**config.mk**
```make
export PLATFORM = sky130hd
export DESIGN_NAME = risc_spm_disp
export DESIGN_NICKNAME = d
export VERILOG_FILES = /design/src/rtl/risc_spm_pkg.sv /design/src/rtl/seg7_decode.sv /design/src/rtl/risc_spm_disp.sv
export SDC_FILE = /design/constraint.sdc
export NUM_CORES = 1
export LEC_CHECK = 0
export BUFFER_PORTS_ARGS = -buffer_cell sky130_fd_sc_hd__buf_2
export CORE_ASPECT_RATIO = 0.7
export CORE_MARGIN = 2
export CORE_UTILIZATION = 51
export DETAILED_ROUTE_END_ITERATION = 8
export PLACE_DENSITY_LB_ADDON = 0.12
export SYNTH_ARGS = -nofsm -noshare
export SYNTH_HDL_FRONTEND = slang
export SYNTH_HIERARCHICAL = 1
export SYNTH_SLANG_ARGS = --single-unit
```
**constraint.sdc**
```tcl
create_clock -name clk -period 3.1 [get_ports clk]
set_input_delay 0.62 -clock clk [delete_from_list [all_inputs] [get_ports clk]]
set_output_delay 0.62 -clock clk [all_outputs]
set_load 0.005 [all_outputs]
```
**src/rtl/risc_spm_pkg.sv**
```systemverilog
// Shared definitions for the RISC SPM output-side display stage.
// Provides the glyph code type, the display mode type, active-low segment
// patterns (bit order g..a) for every glyph, and default parameters.
package risc_spm_pkg;

  localparam int unsigned SCAN_DIV_DEFAULT = 50000;
  localparam int unsigned CYC_W_DEFAULT    = 16;
  localparam int unsigned GLYPH_W          = 5;
  localparam int unsigned SEG_W            = 7;
  localparam int unsigned DIGITS           = 4;

  // Glyph codes: 0x00-0x0F hex digits, 0x10 'H', 0x11 '-'
  typedef logic [GLYPH_W-1:0] glyph_t;

  localparam glyph_t GLYPH_H    = 5'h10;
  localparam glyph_t GLYPH_DASH = 5'h11;

  // Display view selected by the mode key
  typedef enum logic {
    MODE_PORT  = 1'b0,
    MODE_COUNT = 1'b1
  } mode_t;

  // Active-low segment patterns, bit6 = g ... bit0 = a
  localparam logic [SEG_W-1:0] SEG_0    = 7'h40;
  localparam logic [SEG_W-1:0] SEG_1    = 7'h79;
  localparam logic [SEG_W-1:0] SEG_2    = 7'h24;
  localparam logic [SEG_W-1:0] SEG_3    = 7'h30;
  localparam logic [SEG_W-1:0] SEG_4    = 7'h19;
  localparam logic [SEG_W-1:0] SEG_5    = 7'h12;
  localparam logic [SEG_W-1:0] SEG_6    = 7'h02;
  localparam logic [SEG_W-1:0] SEG_7    = 7'h78;
  localparam logic [SEG_W-1:0] SEG_8    = 7'h00;
  localparam logic [SEG_W-1:0] SEG_9    = 7'h10;
  localparam logic [SEG_W-1:0] SEG_A    = 7'h08;
  localparam logic [SEG_W-1:0] SEG_B    = 7'h03;
  localparam logic [SEG_W-1:0] SEG_C    = 7'h46;
  localparam logic [SEG_W-1:0] SEG_D    = 7'h21;
  localparam logic [SEG_W-1:0] SEG_E    = 7'h06;
  localparam logic [SEG_W-1:0] SEG_F    = 7'h0E;
  localparam logic [SEG_W-1:0] SEG_H    = 7'h09;
  localparam logic [SEG_W-1:0] SEG_DASH = 7'h3F;
  localparam logic [SEG_W-1:0] SEG_OFF  = 7'h7F;

  // Hex nibble to glyph code
  function automatic glyph_t hex_glyph(input logic [3:0] nib);
    return glyph_t'(nib);
  endfunction

endpackage

```
**src/rtl/seg7_decode.sv**
```systemverilog
// Combinational glyph-code to 7-segment decoder.
// Ports:
//   code  - 5-bit glyph code (hex 0-F, 'H', '-')
//   seg_c - active-low segments, bit6 = g ... bit0 = a; unknown codes blank
module seg7_decode
  import risc_spm_pkg::*;
(
  input  glyph_t           code,
  output logic [SEG_W-1:0] seg_c
);

  // Glyph lookup, unknown codes drive all segments off
  always_comb begin
    seg_c = SEG_OFF;
    case (code)
      5'h00:      seg_c = SEG_0;
      5'h01:      seg_c = SEG_1;
      5'h02:      seg_c = SEG_2;
      5'h03:      seg_c = SEG_3;
      5'h04:      seg_c = SEG_4;
      5'h05:      seg_c = SEG_5;
      5'h06:      seg_c = SEG_6;
      5'h07:      seg_c = SEG_7;
      5'h08:      seg_c = SEG_8;
      5'h09:      seg_c = SEG_9;
      5'h0A:      seg_c = SEG_A;
      5'h0B:      seg_c = SEG_B;
      5'h0C:      seg_c = SEG_C;
      5'h0D:      seg_c = SEG_D;
      5'h0E:      seg_c = SEG_E;
      5'h0F:      seg_c = SEG_F;
      GLYPH_H:    seg_c = SEG_H;
      GLYPH_DASH: seg_c = SEG_DASH;
      default:    seg_c = SEG_OFF;
    endcase
  end

endmodule

```
**src/rtl/risc_spm_disp.sv**
```systemverilog
// Output-side stage for the RISC SPM core: registers the core ports, latches
// halt, counts run cycles and scans a 4-digit common-anode 7-segment display.
// Ports:
//   clk, rst   - clock (rising edge), asynchronous active-high reset
//   p0, p1     - core output ports (8 and 4 bits)
//   halt       - core halt indication
//   mode_key   - asynchronous key level, high = pressed; each press toggles view
//   seg        - active-low segments, bit7 = dp, bits6..0 = g..a
//   sel        - active-low one-hot digit select, bit0 = rightmost digit
//   halt_led   - sticky halt indicator
//   run_cycles - cycles counted while the core was running (saturating)
module risc_spm_disp
  import risc_spm_pkg::*;
#(
  parameter int unsigned SCAN_DIV = SCAN_DIV_DEFAULT,
  parameter int unsigned CYC_W    = CYC_W_DEFAULT
) (
  input  logic             clk,
  input  logic             rst,
  input  logic [7:0]       p0,
  input  logic [3:0]       p1,
  input  logic             halt,
  input  logic             mode_key,
  output logic [7:0]       seg,
  output logic [3:0]       sel,
  output logic             halt_led,
  output logic [CYC_W-1:0] run_cycles
);

  localparam int unsigned SCAN_W = (SCAN_DIV > 2) ? $clog2(SCAN_DIV) : 1;
  localparam int unsigned EXT_W  = (CYC_W > 16) ? CYC_W : 16;

  // Registered state
  logic [7:0]        p0_q;
  logic [3:0]        p1_q;
  logic              halt_q;
  logic              key_s1, key_s2, key_s3;
  mode_t             mode;
  logic [SCAN_W-1:0] scan_cnt;
  logic [1:0]        digit_idx;

  // Next-state values
  mode_t             mode_d;
  logic [SCAN_W-1:0] scan_d;
  logic [1:0]        digit_d;
  logic              halt_led_d;
  logic [CYC_W-1:0]  run_d;
  logic [7:0]        seg_d;
  logic [3:0]        sel_d;

  // Combinational helpers
  logic              key_rise_c;
  logic              scan_wrap_c;
  logic [EXT_W-1:0]  cyc_ext_c;
  glyph_t            glyph_c;
  logic              dp_on_c;
  logic [SEG_W-1:0]  seg7_c;

  seg7_decode u_dec (
    .code  (glyph_c),
    .seg_c (seg7_c)
  );

  // State register
  always_ff @(posedge clk or posedge rst) begin
    if (rst) begin
      p0_q       <= '0;
      p1_q       <= '0;
      halt_q     <= 1'b0;
      key_s1     <= 1'b0;
      key_s2     <= 1'b0;
      key_s3     <= 1'b0;
      mode       <= MODE_PORT;
      scan_cnt   <= '0;
      digit_idx  <= '0;
      halt_led   <= 1'b0;
      run_cycles <= '0;
      seg        <= 8'hFF;
      sel        <= 4'hF;
    end else begin
      p0_q       <= p0;
      p1_q       <= p1;
      halt_q     <= halt;
      key_s1     <= mode_key;
      key_s2     <= key_s1;
      key_s3     <= key_s2;
      mode       <= mode_d;
      scan_cnt   <= scan_d;
      digit_idx  <= digit_d;
      halt_led   <= halt_led_d;
      run_cycles <= run_d;
      seg        <= seg_d;
      sel        <= sel_d;
    end
  end

  // Next-state and output logic
  always_comb begin
    key_rise_c  = 1'b0;
    scan_wrap_c = 1'b0;
    cyc_ext_c   = EXT_W'(run_cycles);
    glyph_c     = GLYPH_DASH;
    dp_on_c     = 1'b0;
    mode_d      = mode;
    scan_d      = scan_cnt + SCAN_W'(1);
    digit_d     = digit_idx;
    halt_led_d  = halt_led | halt_q;
    run_d       = run_cycles;
    seg_d       = 8'hFF;
    sel_d       = 4'hF;

    // Rising edge of the synchronized key toggles the view; bounces toggle too
    key_rise_c = key_s2 & ~key_s3;
    if (key_rise_c) begin
      mode_d = (mode == MODE_PORT) ? MODE_COUNT : MODE_PORT;
    end

    // Digit slot timer
    scan_wrap_c = (scan_cnt == SCAN_W'(SCAN_DIV - 1));
    if (scan_wrap_c) begin
      scan_d  = '0;
      digit_d = digit_idx + 2'd1;
    end

    // Count only while running; the halt cycle itself is not counted
    if (!halt_led && !halt_q && (run_cycles != {CYC_W{1'b1}})) begin
      run_d = run_cycles + CYC_W'(1);
    end

    // Content of the digit currently being driven
    if (mode == MODE_PORT) begin
      case (digit_idx)
        2'd0:    glyph_c = hex_glyph(p0_q[3:0]);
        2'd1:    glyph_c = hex_glyph(p0_q[7:4]);
        2'd2:    glyph_c = hex_glyph(p1_q);
        default: glyph_c = halt_led ? GLYPH_H : GLYPH_DASH;
      endcase
    end else begin
      case (digit_idx)
        2'd0:    glyph_c = hex_glyph(cyc_ext_c[3:0]);
        2'd1:    glyph_c = hex_glyph(cyc_ext_c[7:4]);
        2'd2:    glyph_c = hex_glyph(cyc_ext_c[11:8]);
        default: glyph_c = hex_glyph(cyc_ext_c[15:12]);
      endcase
      // dp on the leftmost digit marks the count view
      dp_on_c = (digit_idx == 2'd3);
    end

    seg_d = {~dp_on_c, seg7_c};
    sel_d = ~(4'b0001 << digit_idx);
  end

endmodule

```
==> flow_summary.json <==
{
  "hold_viol_final": 0,
  "fin_crit_sh": 0.924,
  "netlist_area_um2": 3030,
  "fp.dieW_um": 96.1,
  "place_ws_ps": 116,
  "rsz0062_at_grt": "no",
  "outcome": "finished, final reports clean",
  "period_minus_slack_ps": 2870,
  "relSlewSlack": 0.471,
  "cp_slowest_cell": "mux4_2",
  "synthSimpleGateAreaFrac": 0.193,
  "wl_per_cell_um": 15.6,
  "synth_edf_count": 0,
  "syn_nets": 300,
  "stdcell_area_um2": 3530,
  "cap_viol_max_count": 0,
  "mostFrequentLayoutCells": "dfrtp_1 (52), buf_2 (44), nor2_1 (23)",
  "rows": 23,
  "ys_async_sr_fraction": 1.00,
  "drtIter0Drc": 102,
  "finalMaxSlewViolations": 0,
  "synth_compound_area_frac": 0.0785,
  "cp-end-kind": "register",
  "h-tree-depth": 3,
  "clk_path_buf_depth": 2,
  "ys_seq_area_frac": 0.534,
  "synth_area_leader_cell": "dfrtp_1",
  "drc": 0,
  "worstPathRequired_ps": 3350,
  "dp.cells": 382,
  "cts_buffers": 9,
  "ys.flop_type": "dfrtp_1",
  "clock_latency_ps": 330,
  "max_stage_delay_ps": 430,
  "cts.hold.buffers_added": 0,
  "fin_tns_setup_ps": 0,
  "netlist_top_cells_area": "dfrtp_1 (43%), dfstp_2 (10%), ha_1 (5.8%)",
  "synthAdderAreaFrac": 0.0579,
  "stdcell_count": 398,
  "grt_first_pass_wirelength_um": 10100,
  "synthXorXnorAreaFrac": 0.0781,
  "finClkSkew_ps": 11.6,
  "regArea_um2": 1620,
  "die-area_um2": 6580,
  "yosys.cell_types.count": 45,
  "core_area_um2": 5730,
  "final_core_util": 0.616,
  "arrival_ps": 3120,
  "antenna_found_initial": 0,
  "hpwlAfterDp_um": 4470,
  "viasPerCell": 5.54,
  "cp_max_fo": 9,
  "grt_max_degree": 65,
  "cts-root-buf": "clkbuf_8",
  "muxShareOfSynthArea": 0.0252,
  "n_antenna_cell": 0,
  "cts_tree": "done",
  "critPathKind": "reg2reg",
  "routed_wl_um": 6220,
  "syn_inst": 270,
  "dr.pass1.iters": 6,
  "synth_top_family_by_area": "simple AND/OR/NAND/NOR gates",
  "io_buffers": 44,
  "setup_viol": 0,
  "power.density_nw_per_um2": 643,
  "grt_pass1_vias": 2006,
  "start_util": 0.529,
  "cp_common_cell": "inv_1",
  "peakVddDrop_v": 0.000567,
  "final_common_cell": "dfrtp_1",
  "cts.sinks": 64,
  "grt_util_all_layers": 0.208,
  "final_antenna_net_count": 0,
  "fmax_ghz": 0.349,
  "tightest_slew_ps": 791,
  "crit_path_start_kind": "register",
  "path_cells": "inv_1 -> ha_1 -> a222oi_1 -> nand2_1 -> o21ai_0 -> a21oi_2 -> inv_1 -> ha_1 -> inv_1 -> mux4_2 -> or2_1",
  "clkTransAtPathRegs_ps": 60,
  "nets": 348,
  "syn_avg_cell_area_um2": 11.2,
  "die_h_um": 68.5,
  "drive_gt1_frac": 0.269,
  "ys_seq_elements": 64,
  "hold_path.class": "reg2reg",
  "gp_congestion": 0.808,
  "synth_top_area_frac": 0.430,
  "multi_input_area_um2": 1320,
  "syn_to_final_growth_pct": 16.6,
  "leakage_nw": 1.62,
  "ioPinCount": 45,
  "grt-ovfl-total": 0,
  "num-fill-cells": 487,
  "post_cts_buffers": 0,
  "ys_warn_count": 6,
  "layout_setup_ws_ps": 235,
  "dr_total_vias": 2203,
  "placed_area_um2": 3310
}
Yosys cell counts, drive strengths merged, types with 2 or more instances:
cell,instances
dfrtp,52
nor2,23
xnor2,18
nand2,16
ha,14
nand4,14
dfstp,12
inv,12
nand3,12
o21ai,11
xor2,9
a222oi,8
a21oi,7
clkbuf,6
nand2b,5
and3,4
and4,4
buf,4
nor2b,4
a31oi,3
mux2,3
nor3,3
nor4,3
or2,3
a32oi,2
mux2i,2
nand3b,2
or3b,2
or4,2
or4b,2
routing by layer:
layer,vias to the layer above,routed length [um],GRT usage
li1,1057,-,-
met2,85,2570,0.271
met3,4,432,0.0826
met1,1057,3180,0.319
met4,0,38,0.0464
met5,-,0,0
state kept, by name, summed over array words and instances, names as in the netlist:
register,cells
halt_q,1
p0_q,8
p1_q,4
scan_cnt,16
key_s1,1
run_cycles,16
halt_led,1
digit_idx,2
sel,4
key_s2,1
key_s3,1
mode,1
seg,8
path summary, 6_finish.rpt:
kind	start	to	slack (ps)	cells after the start
worst max-delay path	digit_idx[0]	seg[3]	230	11
min in group asynchronous	rst	scan_cnt[14]	510	3
worst min-delay path	key_s1	key_s2	350	0
worst min register to register	key_s1	key_s2	350	0
max in group asynchronous	rst	key_s1	2080	3
worst max register to register	digit_idx[0]	seg[3]	230	11
report_power, final:
part | switching [mW] | leakage [nW] | total (mW) | internal (mW)
sequential | 0.0430 | 0.790 | 0.971 | 0.928
combinational | 0.292 | 0.727 | 0.534 | 0.242
clock | 0.289 | 0.108 | 0.763 | 0.475
total | 0.624 | 1.62 | 2.27 | 1.65
cell families (layout without fill, tap and decap cells):
family                   count (synthesis)  in the layout
multiplexers                             6              6
flip-flops                              64             64
AO/OA/AOI/OAI                           35             35
adder cells (fa/ha/maj)                 14             14
AND/OR/NAND/NOR                        102            102
XOR/XNOR                                27             27
buffers and inverters                   22             75
through the flow:
step | total power, mW | hold WS, ps
floorplan | 1.37 | 331
global placement | 1.51 | 338
detailed placement | 1.51 | 340
CTS | 2.28 | 355
global route | 2.40 | 352
finish | 2.27 | 351
cell type report:
| cell class | count | area share |
|---|---|---|
| Sequential cell | 64 | 0.458 |
| Multi-Input combinational cell | 184 | 0.373 |
| Timing Repair Buffer | 47 | 0.0688 |
| Clock buffer | 13 | 0.0422 |
| Tap cell | 75 | 0.0266 |
| Clock inverter | 3 | 0.0184 |
| Inverter | 12 | 0.0128 |
repair_timing:
action,in CTS,in global routing
endpoints found under the hold margin,0,0
resized for setup,0,2
setup endpoints to repair,0,1
critical path: cells and delay by family (launching register included):
kind / cells / cell delay [ps]
fa+ha+maj: 2 / 700
compound gates: 3 / 570
mux: 1 / 430
flops: 1 / 420
buf+inv: 3 / 350
simple gates: 2 / 300
Power figures use the tool's default switching activity.
